File: config.mk
export PLATFORM = sky130hd
export DESIGN_NAME = keypad_code_entry
export DESIGN_NICKNAME = d
export VERILOG_FILES = /design/src/rtl/home_security_pkg.sv /design/src/rtl/keypad_timer.sv /design/src/rtl/keypad_code_entry.sv
export SDC_FILE = /design/constraint.sdc
export NUM_CORES = 1
export LEC_CHECK = 0
export ABC_AREA = 1
export BUFFER_PORTS_ARGS = -buffer_cell sky130_fd_sc_hd__buf_2
export CORE_MARGIN = 5
export CORE_UTILIZATION = 45
export DETAILED_ROUTE_END_ITERATION = 7
export HOLD_SLACK_MARGIN = 0.03
export PLACE_DENSITY = 0.65
export SYNTH_ARGS = -nofsm -noshare
export SYNTH_HDL_FRONTEND = slang
export SYNTH_HIERARCHICAL = 1
export SYNTH_SLANG_ARGS = --single-unit
File: constraint.sdc
create_clock -name clk -period 2.05 [get_ports clk]
set_input_delay 0.41 -clock clk [delete_from_list [all_inputs] [get_ports clk]]
set_output_delay 0.41 -clock clk [all_outputs]
set_load 0.05 [all_outputs]
File: src/rtl/home_security_pkg.sv
// Shared key encodings, FSM state encoding and BCD helpers for the keypad front end.
package home_security_pkg;

    localparam int DIGIT_W = 4;

    localparam logic [DIGIT_W-1:0] KEY_ARM    = 4'hA;
    localparam logic [DIGIT_W-1:0] KEY_DISARM = 4'hB;
    localparam logic [DIGIT_W-1:0] KEY_CLEAR  = 4'hC;

    localparam logic [1:0] IDLE    = 2'd0;
    localparam logic [1:0] ENTRY   = 2'd1;
    localparam logic [1:0] LOCKOUT = 2'd2;

    typedef enum logic [1:0] {
        ST_IDLE    = IDLE,
        ST_ENTRY   = ENTRY,
        ST_LOCKOUT = LOCKOUT
    } state_e;

    function automatic logic is_digit(input logic [DIGIT_W-1:0] k);
        return (k <= 4'd9);
    endfunction

    function automatic logic [DIGIT_W-1:0] bcd_inc(input logic [DIGIT_W-1:0] d);
        return (d >= 4'd9) ? 4'd0 : d + 4'd1;
    endfunction

endpackage

File: src/rtl/keypad_timer.sv
// Loadable down-counter with zero flag; shared by the entry timeout and the lockout hold.
module keypad_timer #(
    parameter int CNT_W = 16
) (
    input  logic             clk,
    input  logic             reset_n,
    input  logic             load,
    input  logic [CNT_W-1:0] load_val,
    output logic             zero
);

    logic [CNT_W-1:0] count_r;

    // load has priority; otherwise count down and hold at zero
    always_ff @(posedge clk or negedge reset_n) begin
        if (!reset_n) begin
            count_r <= {CNT_W{1'b0}};
        end else if (load) begin
            count_r <= load_val;
        end else if (count_r != {CNT_W{1'b0}}) begin
            count_r <= count_r - {{(CNT_W-1){1'b0}}, 1'b1};
        end else begin
            count_r <= count_r;
        end
    end

    assign zero = (count_r == {CNT_W{1'b0}});

endmodule

File: src/rtl/keypad_code_entry.sv
// Keypad passcode entry producing arm/disarm/bad_code strobes with timeout and lockout.
// Optional duress disarm code is enabled by defining KEYPAD_DURESS_EN.
module keypad_code_entry
    import home_security_pkg::*;
#(
    parameter int                      CODE_LEN     = 4,
    parameter logic [4*CODE_LEN-1:0]   DEFAULT_CODE = 16'h1234,
    parameter int                      TIMEOUT_CYC  = 1000,
    parameter int                      MAX_FAIL     = 3,
    parameter int                      LOCKOUT_CYC  = 5000,
    parameter int                      CNT_W        = 16
) (
    input  logic                  clk,
    input  logic                  reset_n,
    input  logic                  key_valid,
    input  logic [3:0]            key_code,
    input  logic                  code_load,
    input  logic [4*CODE_LEN-1:0] code_in,
    output logic                  arm,
    output logic                  disarm,
    output logic                  bad_code,
    output logic                  locked,
`ifdef KEYPAD_DURESS_EN
    output logic                  duress,
`endif
    output logic [2:0]            digit_cnt
);

    localparam int         CODE_W   = DIGIT_W * CODE_LEN;
    localparam int         FAIL_W   = $clog2(MAX_FAIL + 1);
    localparam logic [2:0] CNT_FULL = 3'(CODE_LEN);
    localparam logic [2:0] CNT_OVF  = 3'(CODE_LEN + 1);

    state_e              state_r, state_s;
    logic [CODE_W-1:0]   code_r, code_s;
    logic [CODE_W-1:0]   buf_r, buf_s;
    logic [2:0]          cnt_r, cnt_s;
    logic [FAIL_W-1:0]   fail_r, fail_s;
    logic                arm_r, arm_s, disarm_r, disarm_s, bad_r, bad_s, locked_r;
    logic                tload_s, timer_zero_s, code_ok_s, accept_s, is_cmd_s;
    logic [CNT_W-1:0]    tval_s;

    keypad_timer #(.CNT_W(CNT_W)) u_timer (
        .clk      (clk),
        .reset_n  (reset_n),
        .load     (tload_s),
        .load_val (tval_s),
        .zero     (timer_zero_s)
    );

    assign code_ok_s = (cnt_r == CNT_FULL) && (buf_r == code_r);
    assign is_cmd_s  = (key_code == KEY_ARM) || (key_code == KEY_DISARM);

`ifdef KEYPAD_DURESS_EN
    logic duress_r, duress_s, duress_hit_s;
    // duress code is the stored code with its last digit bumped mod 10, disarm only
    assign duress_hit_s = !code_ok_s && (key_code == KEY_DISARM) && (cnt_r == CNT_FULL) &&
                          (buf_r == {code_r[CODE_W-1:DIGIT_W], bcd_inc(code_r[DIGIT_W-1:0])});
    assign accept_s = code_ok_s || duress_hit_s;
    assign duress   = duress_r;
`else
    assign accept_s = code_ok_s;
`endif

    // next-state and next-output logic
    always_comb begin
        state_s  = state_r;
        code_s   = code_r;
        buf_s    = buf_r;
        cnt_s    = cnt_r;
        fail_s   = fail_r;
        arm_s    = 1'b0;
        disarm_s = 1'b0;
        bad_s    = 1'b0;
        tload_s  = 1'b0;
        tval_s   = CNT_W'(TIMEOUT_CYC);
`ifdef KEYPAD_DURESS_EN
        duress_s = duress_r;
`endif
        case (state_r)
            ST_IDLE: begin
                if (key_valid && is_digit(key_code)) begin
                    buf_s   = {buf_r[CODE_W-DIGIT_W-1:0], key_code};
                    cnt_s   = 3'd1;
                    tload_s = 1'b1;
                    state_s = ST_ENTRY;
                end else if (!key_valid && code_load) begin
                    code_s = code_in;
                end else begin
                    state_s = ST_IDLE;
                end
            end
            ST_ENTRY: begin
                if (key_valid && is_digit(key_code)) begin
                    buf_s   = {buf_r[CODE_W-DIGIT_W-1:0], key_code};
                    cnt_s   = (cnt_r >= CNT_OVF) ? CNT_OVF : cnt_r + 3'd1;
                    tload_s = 1'b1;
                end else if (key_valid && (key_code == KEY_CLEAR)) begin
                    buf_s   = {CODE_W{1'b0}};
                    cnt_s   = 3'd0;
                    state_s = ST_IDLE;
                end else if (key_valid && is_cmd_s) begin
                    buf_s   = {CODE_W{1'b0}};
                    cnt_s   = 3'd0;
                    state_s = ST_IDLE;
                    if (accept_s) begin
                        arm_s    = (key_code == KEY_ARM);
                        disarm_s = (key_code == KEY_DISARM);
                        fail_s   = {FAIL_W{1'b0}};
`ifdef KEYPAD_DURESS_EN
                        duress_s = duress_r | duress_hit_s;
`endif
                    end else begin
                        bad_s = 1'b1;
                        if (fail_r == FAIL_W'(MAX_FAIL - 1)) begin
                            fail_s  = {FAIL_W{1'b0}};
                            tload_s = 1'b1;
                            tval_s  = CNT_W'(LOCKOUT_CYC);
                            state_s = ST_LOCKOUT;
                        end else begin
                            fail_s = fail_r + FAIL_W'(1);
                        end
                    end
                end else if (timer_zero_s) begin
                    // abandoned entry; not counted as a failure
                    buf_s   = {CODE_W{1'b0}};
                    cnt_s   = 3'd0;
                    state_s = ST_IDLE;
                end else begin
                    state_s = ST_ENTRY;
                end
            end
            ST_LOCKOUT: begin
                if (timer_zero_s) begin
                    state_s = ST_IDLE;
                end else begin
                    state_s = ST_LOCKOUT;
                end
            end
            default: begin
                buf_s   = {CODE_W{1'b0}};
                cnt_s   = 3'd0;
                state_s = ST_IDLE;
            end
        endcase
    end

    // state, stored code and registered outputs
    always_ff @(posedge clk or negedge reset_n) begin
        if (!reset_n) begin
            state_r  <= ST_IDLE;
            code_r   <= DEFAULT_CODE;
            buf_r    <= {CODE_W{1'b0}};
            cnt_r    <= 3'd0;
            fail_r   <= {FAIL_W{1'b0}};
            arm_r    <= 1'b0;
            disarm_r <= 1'b0;
            bad_r    <= 1'b0;
            locked_r <= 1'b0;
`ifdef KEYPAD_DURESS_EN
            duress_r <= 1'b0;
`endif
        end else begin
            state_r  <= state_s;
            code_r   <= code_s;
            buf_r    <= buf_s;
            cnt_r    <= cnt_s;
            fail_r   <= fail_s;
            arm_r    <= arm_s;
            disarm_r <= disarm_s;
            bad_r    <= bad_s;
            locked_r <= (state_s == ST_LOCKOUT);
`ifdef KEYPAD_DURESS_EN
            duress_r <= duress_s;
`endif
        end
    end

    assign arm       = arm_r;
    assign disarm    = disarm_r;
    assign bad_code  = bad_r;
    assign locked    = locked_r;
    assign digit_cnt = cnt_r;

endmodule

# Word level (Yosys, flattened, before mapping)
# Index checks and enable logic that the tools add are counted.
# W data, S select, Z words.
# word_totals
wordCells	98
register_bits	59
# op_classes
magnitude_cmp	2
n_eq_ne	11
n_bitwise	3
add_sub_neg	3
n_mux	55
reduce_logical	14
# op_table
cell	n
$mux W16	7
$mux W13	6
$pmux W16 S3	1
$mux W1	22
$mux W2	10
$mux W3	6
$eq A16 B16 Y1	1
$logic_not A16 Y1	1
$reduce_bool A16 Y1	1
$sub A16 B1 Y16 const B	1
$eq A4 B4 Y1 const B	3
$pmux W3 S3	1
$eq A2 B2 Y1 const B	3
$pmux W2 S3	1
$reduce_and A3 Y1	2
$logic_and A1 B1 Y1	5
$ne A5 B5 Y1 const B	1
$le A4 B4 Y1 const B	1
$reduce_and A4 Y1	1
$add A3 B1 Y3 const B	1
$eq A3 B3 Y1 const B	1
$ge A3 B3 Y1 const B	1
$not A1 Y1	3
$add A2 B1 Y2 const B	1
other kinds (7)	7

# Logic depth before layout (Yosys ltp)
# depth
ltp_word	8
ltp_mapped	15
mapped_depth_nobuf	14

# Hierarchy
# Netlist, hierarchy kept.
# modules_own_cells
mod	area_per_inst_um2	cells_per_inst	instances	seq_area_each_um2
keypad_code_entry	2441.1	336	1	1082.3
keypad_timer	1133.6	168	1	400.4

# Worst setup path before layout
# Ideal clock, no wire load.
# synth_path
path_type	register to register
startpoint	reg cnt_r[0] (netlist: digit_cnt[0])
endpoint	reg u_timer.count_r[12]
period_less_slack_ns	2.126
slack_ns	-0.076
path_buffers	1
t_arrival_ns	2.010
required_time_ns	1.935
path_stages_with_launch	13
path_cell_list	dfrtp_1 > inv_1 > ha_1 > nand3_1 > nor3b_1 > nand3_1 > nand2_1 > nand2_1 > inv_1 > buf_2 > nand4_1 > nand2_1 > nor2_1
# synth_between
elab_chain_len	8
# synth_lines
element	line	text
start: declaration	keypad_code_entry.sv:37	logic [2:0] cnt_r, cnt_s;
start signal: assignment	keypad_code_entry.sv:167	cnt_r <= cnt_s;
$eq A3 B3 Y1 (*)	keypad_code_entry.sv:51	assign code_ok_s = (cnt_r == CNT_FULL) && (buf_r == code_r);
$logic_and A1 B1 Y1 (*)	keypad_code_entry.sv:51	
$mux W1 (*)	keypad_code_entry.sv:106	if (accept_s) begin
$mux W1 (*)	keypad_code_entry.sv:102	end else if (key_valid && is_cmd_s) begin
$mux W1 (*)	keypad_code_entry.sv:98	end else if (key_valid && (key_code == KEY_CLEAR)) begin
$mux W1 (*)	keypad_code_entry.sv:94	if (key_valid && is_digit(key_code)) begin
$pmux W1 S2 (*)	keypad_code_entry.sv:80	case (state_r)
via tload_s	keypad_code_entry.sv:40	logic tload_s, timer_zero_s, code_ok_s, accept_s, is_cmd_s;
$mux W16 or $reduce_bool A2 Y1 (tied branches)	--	
end signal: assignment	keypad_timer.sv:17	count_r <= {CNT_W{1'b0}};
end signal: assignment	keypad_timer.sv:19	count_r <= load_val;
end signal: assignment	keypad_timer.sv:21	count_r <= count_r - {{(CNT_W-1){1'b0}}, 1'b1};
end: declaration	keypad_timer.sv:12	logic [CNT_W-1:0] count_r;
# The timed path passes the listed nets; every way through them passes the cells marked *.
# A chain may end at the register's enable or synchronous reset.

# Worst setup path after layout
# layout_path
startpoint	reg code_r[5]
endpoint	reg u_timer.count_r[12]
# layout_between
elab_chain_len	8
# layout_lines
element	line	text
start: declaration	keypad_code_entry.sv:35	logic [CODE_W-1:0] code_r, code_s;
start signal: assignment	keypad_code_entry.sv:165	code_r <= code_s;
$eq A16 B16 Y1	keypad_code_entry.sv:51	
$logic_and A1 B1 Y1	keypad_code_entry.sv:51	
$mux W13	keypad_code_entry.sv:106	
$mux W13	keypad_code_entry.sv:102	
$mux W13	keypad_code_entry.sv:98	
$mux W13	keypad_code_entry.sv:94	
$mux W13	keypad_code_entry.sv:80	
via tval_s[12]	keypad_code_entry.sv:41	logic [CNT_W-1:0] tval_s;
$mux W16	keypad_timer.sv:18	end else if (load) begin
# The timed path passes the listed nets, and every way through them passes these cells.

==> run metrics <==
placed cell areas=3940 um2; Crit-path slowest cell=dfstp_2; placed insts=652; crit end category=flip-flop; Pwr Density=1070 nW/um2; relative slew slack=0.573; Final Cycle Share=0.933; Max-Cap Viols=0; Seq cells post-synth=59; Crit Path Category=reg2reg; DRT iter0 DRCs=101; Die Height=99.1 um; Worst setup SP type=flip-flop; clock group share of total power=0.288; Layout Cells excl Fill=670; die width=99.1 um; Clock transition at path regs=0.08 ns; Vias per Instance=4.73; num ports=31; max-slew violations=0; Initial Util=0.463; largest net degree at the start of global routing=33; status=completed; Initial DRT Pass Iterations=4; clock sink count=59; DRC viols=0; WL met3=516 um; Worst Path Required=2.29 ns; initial antenna violation count=0; global route overflow=0; Setup Viol. Count Final=0; Final Hold Vio Count=0; CTS Root Cell=clkbuf_8; CTS buffer count=9; hold buffers post-CTS=0; Sw Pwr=0.00170 W; share of post-route cells with drive strength above 1=0.195; Skew-Pair Late Insertion Delay=0.35 ns; syn avg cell area=7.09 um2; final wirelength=8390 um; row cnt=32; core area=7730 um2; Worst path max stage delay=0.53 ns; full die area=9830 um2; WL met1=4130 um; Post-synth top flop=dfrtp_1; fmax=523 MHz; Sw Share=0.376; Combinational Power Share=0.332; Total Routing Usage GR=0.181; synth warn=6; H-tree levels=3; synthesized netlist cell count=504; min-delay worst type=in2async; critical path, cell by cell=inv_1 > nand2_1 > nand2_1 > nor2_1 > nand2_1 > nor2_2 > nand3_2 > nand2_2 > buf_4 > inv_1 > or2_2 > nand2_1 > nor2_1; GP Congestion=0.898; Leak=2.31 nW; DR vias=3167; first-pass GRT wire length=14200 um; top sig layer=met4; vias in the first global route=3014; fin crit period=1.91 ns; Worst Path Max Fanout=5; critical path buffer and inverter count=3; worst slew pin tran=0.640 ns; met2 WL=3640 um; deepest clock path buffer count=2; Buffers on Ports=30; Avg WL per Cell=12.5 um; crit-path leading delay family=simple AND/OR/NAND/NOR gates; Synth cell types=36; ys async rst share=1.00; peak supply drop=0.472 mV; clk_skew=0.0131 ns; EDFF count, synth=0; post-route ant nets=0; Pint=0.00283 W; Seq/Total Area, Yosys=0.415; TritonCTS clock tree=done; detailed placer's ending HPWL=6250 um; CP most frequent cell=nand2_1; arrival time worst endpoint=2.15 ns; register share of total power=0.380; Final Instance Area=4230 um2; final net count=591; synthesis-to-layout area growth=18.4%; cell area after synthesis=3570 um2; antenna cells=0
## cells in the final DEF (no fill, tap or decap), types with 4 or more instances in the layout
cell type	Yosys	final
nand3_4	3	4
inv_2	2	4
a21oi_1	19	19
nand4_1	6	6
o21ai_0	7	6
buf_2	5	30
dfstp_2	5	5
nand2_1	167	166
nor2_1	74	72
clkbuf_8	1	9
xnor2_1	4	4
conb_1	2	13
buf_4	2	15
inv_1	67	65
dfrtp_1	54	52
nor2_4	5	6
nand2_2	9	10
nand3_1	38	37
nor2_2	6	7
## state kept, by name, indices dropped and copies added (netlist names)
name and count:
state_r 2, bad_code 1, u_timer/count_r 16, arm 1, fail_r 2, buf_r 16
disarm 1, code_r 16, digit_cnt 3, locked 1
## power groups by stage
stage               clock network, W  logic [W]  registers (W)
global placement                   0    0.00144        0.00172
global route                 0.00138    0.00171        0.00176
finish                       0.00130    0.00150        0.00172
floorplan                          0    0.00105        0.00175
CTS                          0.00132    0.00148        0.00171
detailed placement                 0    0.00147        0.00173
## worst register-to-register path, cell delays in order, from the launching register on
cell and delay (ns):
dfstp_2 0.53, inv_1 0.05, nand2_1 0.07, nand2_1 0.07, nor2_1 0.11, nand2_1 0.07
nor2_2 0.14, nand3_2 0.12, nand2_2 0.09, buf_4 0.14, inv_1 0.04, or2_2 0.28
nand2_1 0.07, nor2_1 0.04
## per-stage QoR
stage                     hold slack, ns  TNS (ns)  power, W   util  worst slack (ns)
after floorplan                    0.114         0   0.00280      -            0.0327
after global placement             0.472         0   0.00317  0.510             0.124
after detailed placement           0.476         0   0.00320  0.510            0.0198
after CTS                          0.104         0   0.00451  0.541            0.0565
after global routing               0.132  -0.00122   0.00484  0.548          -0.00122
final                             0.0786         0   0.00453  0.548             0.137
## final timing paths
check / slack (ns) / end / start / cells after the start
max in group asynchronous: 1.34 / code_r[2] / reset_n / 2
hold / removal: 0.08 / code_r[15] / reset_n / 1
hold reg to reg: 0.49 / code_r[4] / code_r[4] / 2
setup reg to reg: 0.14 / u_timer/count_r[12] / code_r[5] / 13
min in group clk: 0.29 / code_r[2] / code_in[2] / 3
setup / recovery: 0.14 / u_timer/count_r[12] / code_r[5] / 13
## metal layers
metal,global-route usage,vias to the layer above
met5,0,-
met4,0.0504,0
met3,0.0435,11
met2,0.274,78
met1,0.260,1427
li1,-,1651
## cells by family after synthesis
| kind of cell | synth area share |
|---|---|
| buffers and inverters | 0.0959 |
| xor gates and xnor gates | 0.0147 |
| and+or+nand+nor | 0.413 |
| DFF | 0.415 |
| AOI/OAI and AO/OA | 0.0455 |
| other | 0.00210 |
| adders and majority gates | 0.0140 |
## synthesized netlist by cell type, types with 3 or more instances
library cell  number  area [um2]
nand2_1          167         627
nand3b_1           3        22.5
o21bai_1           3        22.5
nor2_1            74         278
dfstp_2            5         131
nand4_1            6        37.5
xnor2_1            4        35.0
inv_1             67         251
buf_2              5        25.0
nor2_4             5        56.3
a21oi_1           19        95.1
nor2_2             6        37.5
nand3_4            3        52.6
nand3_1           38         190
ha_1               4        50.1
dfrtp_1           54        1350
nand2_2            9        56.3
o21ai_0            7        35.0
## area by class of cell
type | count | area [um2]
Timing Repair Buffer | 47 | 294
Sequential cell | 59 | 1490
Fill cell | 755 | 3490
Clock buffer | 9 | 124
Inverter | 70 | 263
Clock inverter | 7 | 116
Tap cell | 102 | 128
Multi-Input combinational cell | 376 | 1820
## what timing repair did
action,4_1_cts,5_1_grt
gates cloned,0,0
resized for setup,1,11
setup buffers,0,2
endpoints found under the setup margin,1,35
pin swaps,0,1
Power figures use the tool's default switching activity.
